**src/rtl/pipe_stage_reg.sv**
```systemverilog
// Elastic pipeline register with a 2-entry skid buffer, flush-to-bubble and
// saturating bubble/stall performance counters.
module pipe_stage_reg #(
  parameter int                 DATA_W      = 32,
  parameter int                 NUM_CH      = 4,
  parameter logic [DATA_W-1:0]  BUBBLE_VAL  = 'h00000013,
  parameter logic [NUM_CH-1:0]  BUBBLE_MASK = '0,
  parameter int                 CNT_W       = 16
) (
  input  logic                     clk,
  input  logic                     rst,
  input  logic                     in_valid,
  output logic                     in_ready,
  input  logic [NUM_CH*DATA_W-1:0] in_data,
  input  logic                     flush,
  output logic                     out_valid,
  input  logic                     out_ready,
  output logic [NUM_CH*DATA_W-1:0] out_data,
  output logic [CNT_W-1:0]         bubble_cnt,
  output logic [CNT_W-1:0]         stall_cnt
);

  localparam int PW = NUM_CH * DATA_W;

  function automatic logic [PW-1:0] bubble_pat();
    logic [PW-1:0] p;
    p = '0;
    for (int i = 0; i < NUM_CH; i++) begin
      if (BUBBLE_MASK[i]) p[i*DATA_W +: DATA_W] = BUBBLE_VAL;
    end
    return p;
  endfunction

  function automatic logic [CNT_W-1:0] sat_inc(input logic [CNT_W-1:0] c);
    return (&c) ? c : c + 1'b1;
  endfunction

  logic          vld_p0;
  logic [PW-1:0] main_data_p0;
  logic          skid_v;
  logic [PW-1:0] skid_data_p0;
  logic          accept;
  logic          drain;

  assign in_ready  = !skid_v;
  assign accept    = in_valid & in_ready;
  assign drain     = out_ready | !vld_p0;
  assign out_valid = vld_p0;
  assign out_data  = main_data_p0;

  // stage p0: main register; payload is forced to the bubble pattern whenever it empties
  always_ff @(posedge clk or posedge rst) begin
    if (rst) begin
      vld_p0       <= 1'b0;
      skid_v       <= 1'b0;
      main_data_p0 <= bubble_pat();
    end else if (flush) begin
      vld_p0       <= 1'b0;
      skid_v       <= 1'b0;
      main_data_p0 <= bubble_pat();
    end else if (drain) begin
      if (skid_v) begin
        vld_p0       <= 1'b1;
        main_data_p0 <= skid_data_p0;
        skid_v       <= 1'b0;
      end else if (accept) begin
        vld_p0       <= 1'b1;
        main_data_p0 <= in_data;
      end else begin
        vld_p0       <= 1'b0;
        main_data_p0 <= bubble_pat();
      end
    end else if (accept) begin
      skid_v <= 1'b1;
    end
  end

  // skid payload is only meaningful while skid_v is set, so it carries no reset
  always_ff @(posedge clk) begin
    if (!flush && !drain && accept) skid_data_p0 <= in_data;
  end

  always_ff @(posedge clk or posedge rst) begin
    if (rst) begin
      bubble_cnt <= '0;
      stall_cnt  <= '0;
    end else begin
      if (!vld_p0)              bubble_cnt <= sat_inc(bubble_cnt);
      if (vld_p0 && !out_ready) stall_cnt  <= sat_inc(stall_cnt);
    end
  end

endmodule

```
**config.mk**
```make
export PLATFORM = sky130hd
export DESIGN_NAME = pipe_stage_reg
export DESIGN_NICKNAME = d
export VERILOG_FILES = /design/src/rtl/pipe_stage_reg.sv
export SDC_FILE = /design/constraint.sdc
export NUM_CORES = 1
export LEC_CHECK = 0
export BUFFER_PORTS_ARGS = -buffer_cell sky130_fd_sc_hd__buf_4
export CAP_MARGIN = 20
export CORE_MARGIN = 5
export CORE_UTILIZATION = 43
export DETAILED_ROUTE_END_ITERATION = 8
export GPL_ROUTABILITY_DRIVEN = 0
export PLACE_DENSITY = 0.67
export SYNTH_ARGS = -nofsm -noshare
export SYNTH_HDL_FRONTEND = slang
export SYNTH_SLANG_ARGS = --single-unit
```
**constraint.sdc**
```tcl
create_clock -name clk -period 35 [get_ports clk]
set_clock_uncertainty 0.1 [all_clocks]
set_input_delay 1.75 -clock clk [delete_from_list [all_inputs] [get_ports clk]]
set_output_delay 1.75 -clock clk [all_outputs]
set_load 0.02 [all_outputs]
```
* Word-level counts from Yosys, hierarchy flattened
Index checks and enable logic that the tools add are counted.
** Cells by class
- Reductions and logical operators :: 14
- Bitwise gates (word level) :: 5
- Mux-type cells :: 11
- $add $sub $neg :: 2
** Operator list (number)
- 128-bit two-way mux :: 4
- 16-bit by 1-bit adder with 16-bit output, second input constant :: 2
- 16-bit AND reduction :: 2
- 1-bit two-way mux :: 7
- 1-bit logical NOT :: 5
- 2-bit AND reduction :: 2
- 1-bit logical AND :: 3
- 1-bit NOT :: 3
- 3-bit nonzero test :: 1
- 2-bit nonzero test :: 1
- 1-bit bitwise AND :: 1
- 1-bit bitwise OR :: 1
** Storage, ports and cells
- Output and inout bits :: 162
- Bits in registers :: 290
- Logic and storage cells :: 38

* Depth between registers and ports, before layout
Gate-level depths: netlist of the first run.
- Depth in word-level cells :: 6
- Mapped depth :: 7
- Gate-level depth less buffers :: 5

* Worst setup path before layout of the first run
OpenSTA, ideal clock, no wires.
- Kind :: input port to flip-flop
- Start point :: input in_valid
- End point :: register skid_data_p0[0] (enable)
- Slack :: 22410 ps
- Data arrival time :: 11692 ps
- Stages on the path :: 4
- Buffers on the path :: 2
- Data required time :: 34102 ps
- Path through :: nor2b_1 > buf_2 > buf_1 > nor3b_1
** Between the ends
- Word-level cells in the longest chain between the ends :: 2
** Ends and longest elaborated chain
- from (decl) :: line 12 : input logic in_valid,
- 1-bit bitwise AND :: line 46 : assign accept = in_valid & in_ready;
- 1-bit logical AND :: line 80 : if (!flush && !drain && accept) skid_data_p0 <= in_data;
- to (signal assigned) :: line 80
- to (decl) :: line 41 : logic [PW-1:0] skid_data_p0;
Every way passes these cells.
A chain may end at the register's enable or synchronous reset.

* Worst setup path in the final report of the first run
- Start point :: register skid_v
- End point :: register skid_data_p0[79] (enable)
** Between the ends
- Word-level cells in the longest chain between the ends :: 3
** Ends and longest elaborated chain
- from (decl) :: line 40 : logic skid_v;
- from (signal assigned) :: line 55 : skid_v <= 1'b0;
- from (signal assigned) :: line 59 : skid_v <= 1'b0;
- from (signal assigned) :: line 65 : skid_v <= 1'b0;
- 1-bit logical NOT :: line 45 : assign in_ready = !skid_v;
- 1-bit bitwise AND :: line 46
- 1-bit logical AND :: line 80
Every way passes these cells.

==> flow_summary_export.csv, run 1 <==
group,metric,value,unit
flow_run,maxCapViolCount,0,
worst_setup_path,path_class,"reg -> reg",
detailed_routing,drtPass1Iterations,5,
clock_tree,postCtsHoldBufs,0,
sta,period_minus_slack,3.74,ns
sta,rsz0062_at_grt,"false",
detailed_routing,post_drt_wl_per_cell,20.7,um
detailed_routing,drtAntennaViolNets,0,
sta,hold_viol_final,0,
finish,fin_cells,1493,
power,ir_drop,0.0365,mV
finish,mostFrequentLayoutCells,"305 x buf_4, 161 x dfrtp_1, 142 x nor3_1",
clock_tree,cts_sinks,290,
worst_setup_path,cpMostUsedCell,"buf_4",
logic_synthesis,synth_ff_type,"dfrtp_1",
logic_synthesis,ys_seq_elements,290,
worst_setup_path,critPathSlowestCell,"dfrtp_4",
detailed_routing,routed_via_density,5.62,
worst_setup_path,cp_num_buf_inv,4,
clock_tree,clk_pin_slew_worst_paths,0.06,ns
logic_synthesis,postSynthAreaPerCell,13.0,um2
logic_synthesis,synth_area_leaders,"dfrtp_1 36%, edfxtp_1 34%, a221oi_1 10%",
die,start_util,43.4,%
logic_synthesis,synthArstFlopShare,55.9,%
sta,finalSetupTns,0,ns
detailed_routing,dr.first_iter.drc_count,644,
finish,syn_to_final_growth,31.1,%
worst_setup_path,path_max_fanout,77,
logic_synthesis,synth_top_family_by_area,"simple AND/OR/NAND/NOR gates",
clock_tree,post_cts_buffers,0,
logic_synthesis,synth-simple-area-share,13.9,%
worst_setup_path,cp_top_family,"buffers and inverters",
die,pin_count,295,
placed_design,port_buffers,294,
global_route,grt-ovfl-total,0,
sta,setup_viol,0,
logic_synthesis,synth_compound_area_share,10.5,%
logic_synthesis,syn_inst,867,
finish,nFillCells,2200,
power,power_density,55.9,nW/um2
finish,final_common_cell,"buf_4",
power,p_leak,6.50,nW
sta,clock.fmax,267,MHz
run_status,status,"completed",
die,die_w,172,um
clock_tree,clockBufferDepth,3,
global_route,grt_pass1_vias,8387,
global_route,grt.total_usage,20.2,%
global_route,grt_max_degree,99,
finish,register_area,7900,um2
finish,final_nets,1268,
worst_setup_path,cp_cell_sequence,"buf_4, nor2b_4, buf_4, nor3b_2, buf_4, buf_16",
die,num_rows,59,
clock_tree,cts_resized,0,
finish,multiInputGateArea,3070,um2
die,core_area,25900,um2
worst_setup_path,cp.arrival,3.85,ns
worst_setup_path,slowest_delay,0.72,ns
die,die_h,172,um
clock_tree,h-tree-depth,1,
finish,antennaDiodeCount,0,
logic_synthesis,ys_seq_area_share,70.2,%
logic_synthesis,synthMuxAreaShare,0.423,%
clock_tree,clock_latency,0.55,ns
logic_synthesis,synth_top_area_share,36.0,%
worst_setup_path,required,35.11,ns
global_route,grt_pass1_wl,47900,um
sta,worstMarginPinSlew,0.967,ns
clock_tree,cts_tree,"yes",
finish,postLayoutCoreUtil,56.9,%
sta,min_period_over_period,10.7,%
placed_design,dp_hpwl,19100,um
detailed_routing,vias,8392,
logic_synthesis,synth_edf_count,128,
logic_synthesis,yosys_warnings,0,
logic_synthesis,synth_cell_type_count,40,
die,dieArea,29500,um2
logic_synthesis,yosys.area_share.adder,0.222,%
logic_synthesis,yosysTopAreaCell,"dfrtp_1",
finish,drive_gt1_share,31.9,%
placed_design,placedCellCount,1433,
worst_setup_path,worstSetupStartpointType,"flip-flop",
detailed_routing,wl,30900,um
sta,slew_headroom,35.5,%
clock_tree,cts_buffers,31,
hold_path,hp-class,"reg -> reg",
logic_synthesis,synth_xor_area_share,2.02,%
sta,maxSlewViolCount,0,
worst_setup_path,endpoint_kind,"flip-flop",
logic_synthesis,syn_nets,1002,
logic_synthesis,syn_area,11200,um2
clock_tree,clock_tree.root_cell,"clkbuf_16",
global_route,antenna_found_initial,0,
detailed_routing,drc,0,
## worst register-to-register path, stage by stage, from the launching register on
cell and delay [ns]:
dfrtp_4 0.72, buf_4 0.52, nor2b_4 0.30, buf_4 0.60, nor3b_2 0.37, buf_4 0.40, buf_16 0.34
## synth_stat cells, types with 4 or more instances
| cell type | number |
|---|---|
| nand2_1 | 15 |
| nor4_1 | 4 |
| xor2_1 | 23 |
| dfrtp_1 | 162 |
| nand4_1 | 9 |
| clkbuf_1 | 52 |
| a221oi_1 | 128 |
| nor2_1 | 135 |
| buf_1 | 12 |
| nor3_1 | 142 |
| a21oi_1 | 4 |
| buf_2 | 9 |
| edfxtp_1 | 128 |
| nand3_1 | 6 |
## sequential cells by signal, indices dropped and copies added, names as in the netlist
register	count
out_data	128
skid_data_p0	128
bubble_cnt	16
stall_cnt	16
out_valid	1
skid_v	1
## routing by layer
layer,track usage [%],share of wire [%],vias up
li1,-,-,3838
met1,28.4,42,4205
met2,31.8,47,318
met3,5.88,9.2,31
met4,3.93,1.6,0
met5,0,0,-
## power breakdown
part           total (mW)  internal [mW]  switching, mW
registers           0.393          0.375         0.0183
clock network       0.320          0.189          0.131
logic               0.111         0.0485         0.0626
total               0.824          0.612          0.212
## layout make-up
type / instances / area share, %
multi-input cells: 500 / 20.8
clock inverters: 18 / 1.14
well taps: 335 / 2.84
clock buffers: 40 / 5.63
inverters: 3 / 0.110
flip-flops and latches: 290 / 53.6
repair buffers: 307 / 15.9
## cell families after synthesis
group,Yosys count
buffers and inverters,77
flip-flops,290
XOR/XNOR,26
multiplexers,4
AND/OR/NAND/NOR,331
adder cells (fa/ha/maj),2
AO/OA/AOI/OAI,137
## worst paths after layout
path	start	to	slack, ns	cells past startpoint
setup reg to reg	skid_v	skid_data_p0[79]	31.26	6
max in group asynchronous	rst	out_data[103]	31.99	3
setup / recovery	skid_v	skid_data_p0[79]	31.26	6
hold / removal	stall_cnt[15]	stall_cnt[15]	0.40	1
min in group asynchronous	rst	out_data[84]	1.32	2
hold reg to reg	stall_cnt[15]	stall_cnt[15]	0.40	1
## metrics by stage
stage	area (um2)	worst slack, ns	hold WS (ns)	power (mW)
6_report	14700	31.26	0.397	0.824
5_1_grt	14700	31.11	0.408	0.859
4_1_cts	14700	31.09	0.402	0.832
3_5_place_dp	13700	30.60	0.393	0.511
3_3_place_gp	13700	30.59	0.382	0.509
2_1_floorplan	11200	22.41	0.433	0.455
Power figures use the tool's default switching activity.
==> run 2: changes to the inputs <==
ABC_AREA = 1   (was unset)
PLACE_DENSITY = 0.68   (was 0.67)
clock period = 3.25 ns   (was 35 ns; I/O delays follow)
==> run 2 against run 1 <==
Flip-flop and latch count unchanged. Critical path type is now reg -> out. Sequential share of layout area is 9.6 points lower. Die area is 15% higher. Highest routed layer is now met5. Critical endpoint is now in_ready. Core utilization increased by 3.4 points. Synthesized cell count increased by 30%. Largest power group unchanged. First-iteration DRC count increased by 3.4%. Combinational power increased to 11 times the previous value.
==> flow_summary_export.csv, run 2 <==
group,metric,value,unit
placed_design,placedCellCount,1754,
worst_setup_path,cp_top_family,"buffers and inverters",
logic_synthesis,synth_edf_count,128,
detailed_routing,drtPass1Iterations,5,
finish,syn_to_final_growth,37.9,%
worst_setup_path,path_class,"reg -> out",
worst_setup_path,slowest_delay,0.72,ns
logic_synthesis,synth_cell_type_count,26,
global_route,grt_max_degree,130,
logic_synthesis,ys_seq_elements,290,
sta,slew_headroom,37.9,%
power,power_density,510,nW/um2
logic_synthesis,syn_area,13000,um2
die,pin_count,295,
clock_tree,cts_buffers,35,
global_route,grt_pass1_vias,10300,
clock_tree,clock_tree.root_cell,"clkbuf_16",
finish,fin_cells,1949,
sta,setup_viol,0,
worst_setup_path,worstSetupStartpointType,"flip-flop",
worst_setup_path,required,2.99,ns
global_route,antenna_found_initial,2,
logic_synthesis,synth_ff_type,"dfrtp_1",
clock_tree,h-tree-depth,2,
die,num_rows,63,
clock_tree,post_cts_buffers,0,
run_status,status,"completed",
placed_design,port_buffers,294,
sta,period_minus_slack,2.49,ns
logic_synthesis,synthArstFlopShare,55.9,%
sta,worst_slack,0.758,ns
finish,final_nets,1667,
power,ir_drop,0.353,mV
worst_setup_path,cp_cell_sequence,"inv_4, buf_12, buf_4",
sta,rsz0062_at_grt,"false",
logic_synthesis,syn_inst,1126,
detailed_routing,routed_via_density,5.19,
worst_setup_path,cp_num_buf_inv,3,
detailed_routing,drc,0,
detailed_routing,dr.first_iter.drc_count,666,
die,core_area,29800,um2
sta,maxSlewViolCount,0,
die,die_w,184,um
sta,hold_viol_final,0,
sta,min_period_over_period,76.7,%
worst_setup_path,path_max_fanout,68,
logic_synthesis,synthTopCellsByCount,"242 x nand2_1, 162 x dfrtp_1, 142 x nand3_1",
logic_synthesis,synth_top_area_share,31.1,%
worst_setup_path,cp.arrival,2.23,ns
finish,mostFrequentLayoutCells,"304 x buf_4, 242 x nand2_1, 160 x dfrtp_1",
die,start_util,43.7,%
logic_synthesis,yosysTopAreaCell,"dfrtp_1",
placed_design,dp_slack,0.802,ns
detailed_routing,vias,10100,
logic_synthesis,synth_area_leaders,"dfrtp_1 31%, edfxtp_1 29%, mux2_4 11%",
detailed_routing,wl,36000,um
placed_design,dp_hpwl,22000,um
logic_synthesis,syn_nets,1261,
sta,worstMarginPinSlew,0.931,ns
clock_tree,clockBufferDepth,3,
finish,drive_gt1_share,32.5,%
global_route,grt-ovfl-total,0,
logic_synthesis,yosys_warnings,0,
die,dieArea,33900,um2
detailed_routing,drtAntennaViolNets,0,
power,p_leak,8.12,nW
worst_setup_path,critPathSlowestCell,"dfrtp_4",
flow_run,maxCapViolCount,0,
logic_synthesis,postSynthAreaPerCell,11.6,um2
clock_tree,cts_sinks,290,
clock_tree,cts_tree,"yes",
detailed_routing,post_drt_wl_per_cell,18.5,um
clock_tree,clk_pin_slew_worst_paths,0.06,ns
global_route,grt.total_usage,20.6,%
hold_path,hp-class,"in -> reg",
finish,final_common_cell,"buf_4",
logic_synthesis,synth_most_common_cell,"nand2_1",
clock_tree,clock_latency,0.49,ns
sta,clock.fmax,401,MHz
global_route,grt_pass1_wl,56900,um
logic_synthesis,ys_seq_area_share,60.6,%
sta,whs,0.299,ns
worst_setup_path,endpoint_kind,"output port",
die,die_h,184,um
[run 2: metrics by stage]
step / util, % / TNS (ns) / power, mW / area, um2
CTS: 60.3 / 0 / 9.28 / 18000
global route: 60.3 / 0 / 9.54 / 18000
finish: 60.3 / 0 / 9.17 / 18000
floorplan: - / -13.32 / 4.82 / 13100
detailed placement: 52.2 / 0 / 5.36 / 15500
global placement: 52.2 / 0 / 5.33 / 15500
[run 2: cell type report]
cell class	count	area (um2)
Antenna cell	1	2.50
Timing Repair Buffer	441	3710
Inverter	36	146
Clock inverter	17	131
Fill cell	2361	11800
Tap cell	390	488
Clock buffer	46	980
Multi-Input combinational cell	728	4610
Sequential cell	290	7900
[run 2: power by group]
| part | switching (mW) | total, mW | internal (mW) |
|---|---|---|---|
| sequential | 0.157 | 4.16 | 4.00 |
| clock | 1.48 | 3.76 | 2.28 |
| combinational | 0.641 | 1.25 | 0.614 |
| total | 2.28 | 9.17 | 6.89 |
[run 2: worst paths after layout]
kind | start | endpoint | slack, ns | cells after the start
worst min register to register | out_data[5] | out_data[5] | 0.41 | 1
min in group asynchronous | rst | out_data[41] | 0.32 | 3
worst max register to register | skid_v | skid_data_p0[114] | 0.77 | 4
worst max-delay path | skid_v | in_ready | 0.76 | 3
worst min-delay path | in_data[68] | skid_data_p0[68] | 0.30 | 2
max in group asynchronous | rst | out_data[28] | 1.93 | 4
[run 2: repair_timing]
item,4_1_cts,5_1_grt
gates resized for setup,0,0
endpoints found under the hold margin,182,0
hold buffers,131,0
[run 2: per-layer routing]
| metal | part of all wire, % | GRT usage, % | up-vias |
|---|---|---|---|
| met5 | 0.036 | 0 | - |
| met4 | 3.0 | 6.27 | 2 |
| met3 | 7.7 | 4.80 | 67 |
| met2 | 48 | 33.7 | 383 |
| met1 | 41 | 27.5 | 4930 |
| li1 | - | - | 4731 |
[run 2: worst register-to-register path: stages (launching register included)]
cell and delay [ns]:
dfrtp_4 0.72, inv_4 0.40, nand2_1 0.17, nor2_4 0.15, buf_4 0.55
[run 2: logic make-up (layout without fill, tap and decap cells)]
kind of cell,after synthesis,in the layout,synth area share [%]
buffers and inverters,108,540,4.25
XOR/XNOR,10,10,0.672
AO/OA/AOI/OAI,146,146,5.78
other,0,1,0
adder cells (fa/ha/maj),2,2,0.192
multiplexers,128,128,13.9
AND/OR/NAND/NOR,442,442,14.6
flip-flops,290,290,60.6
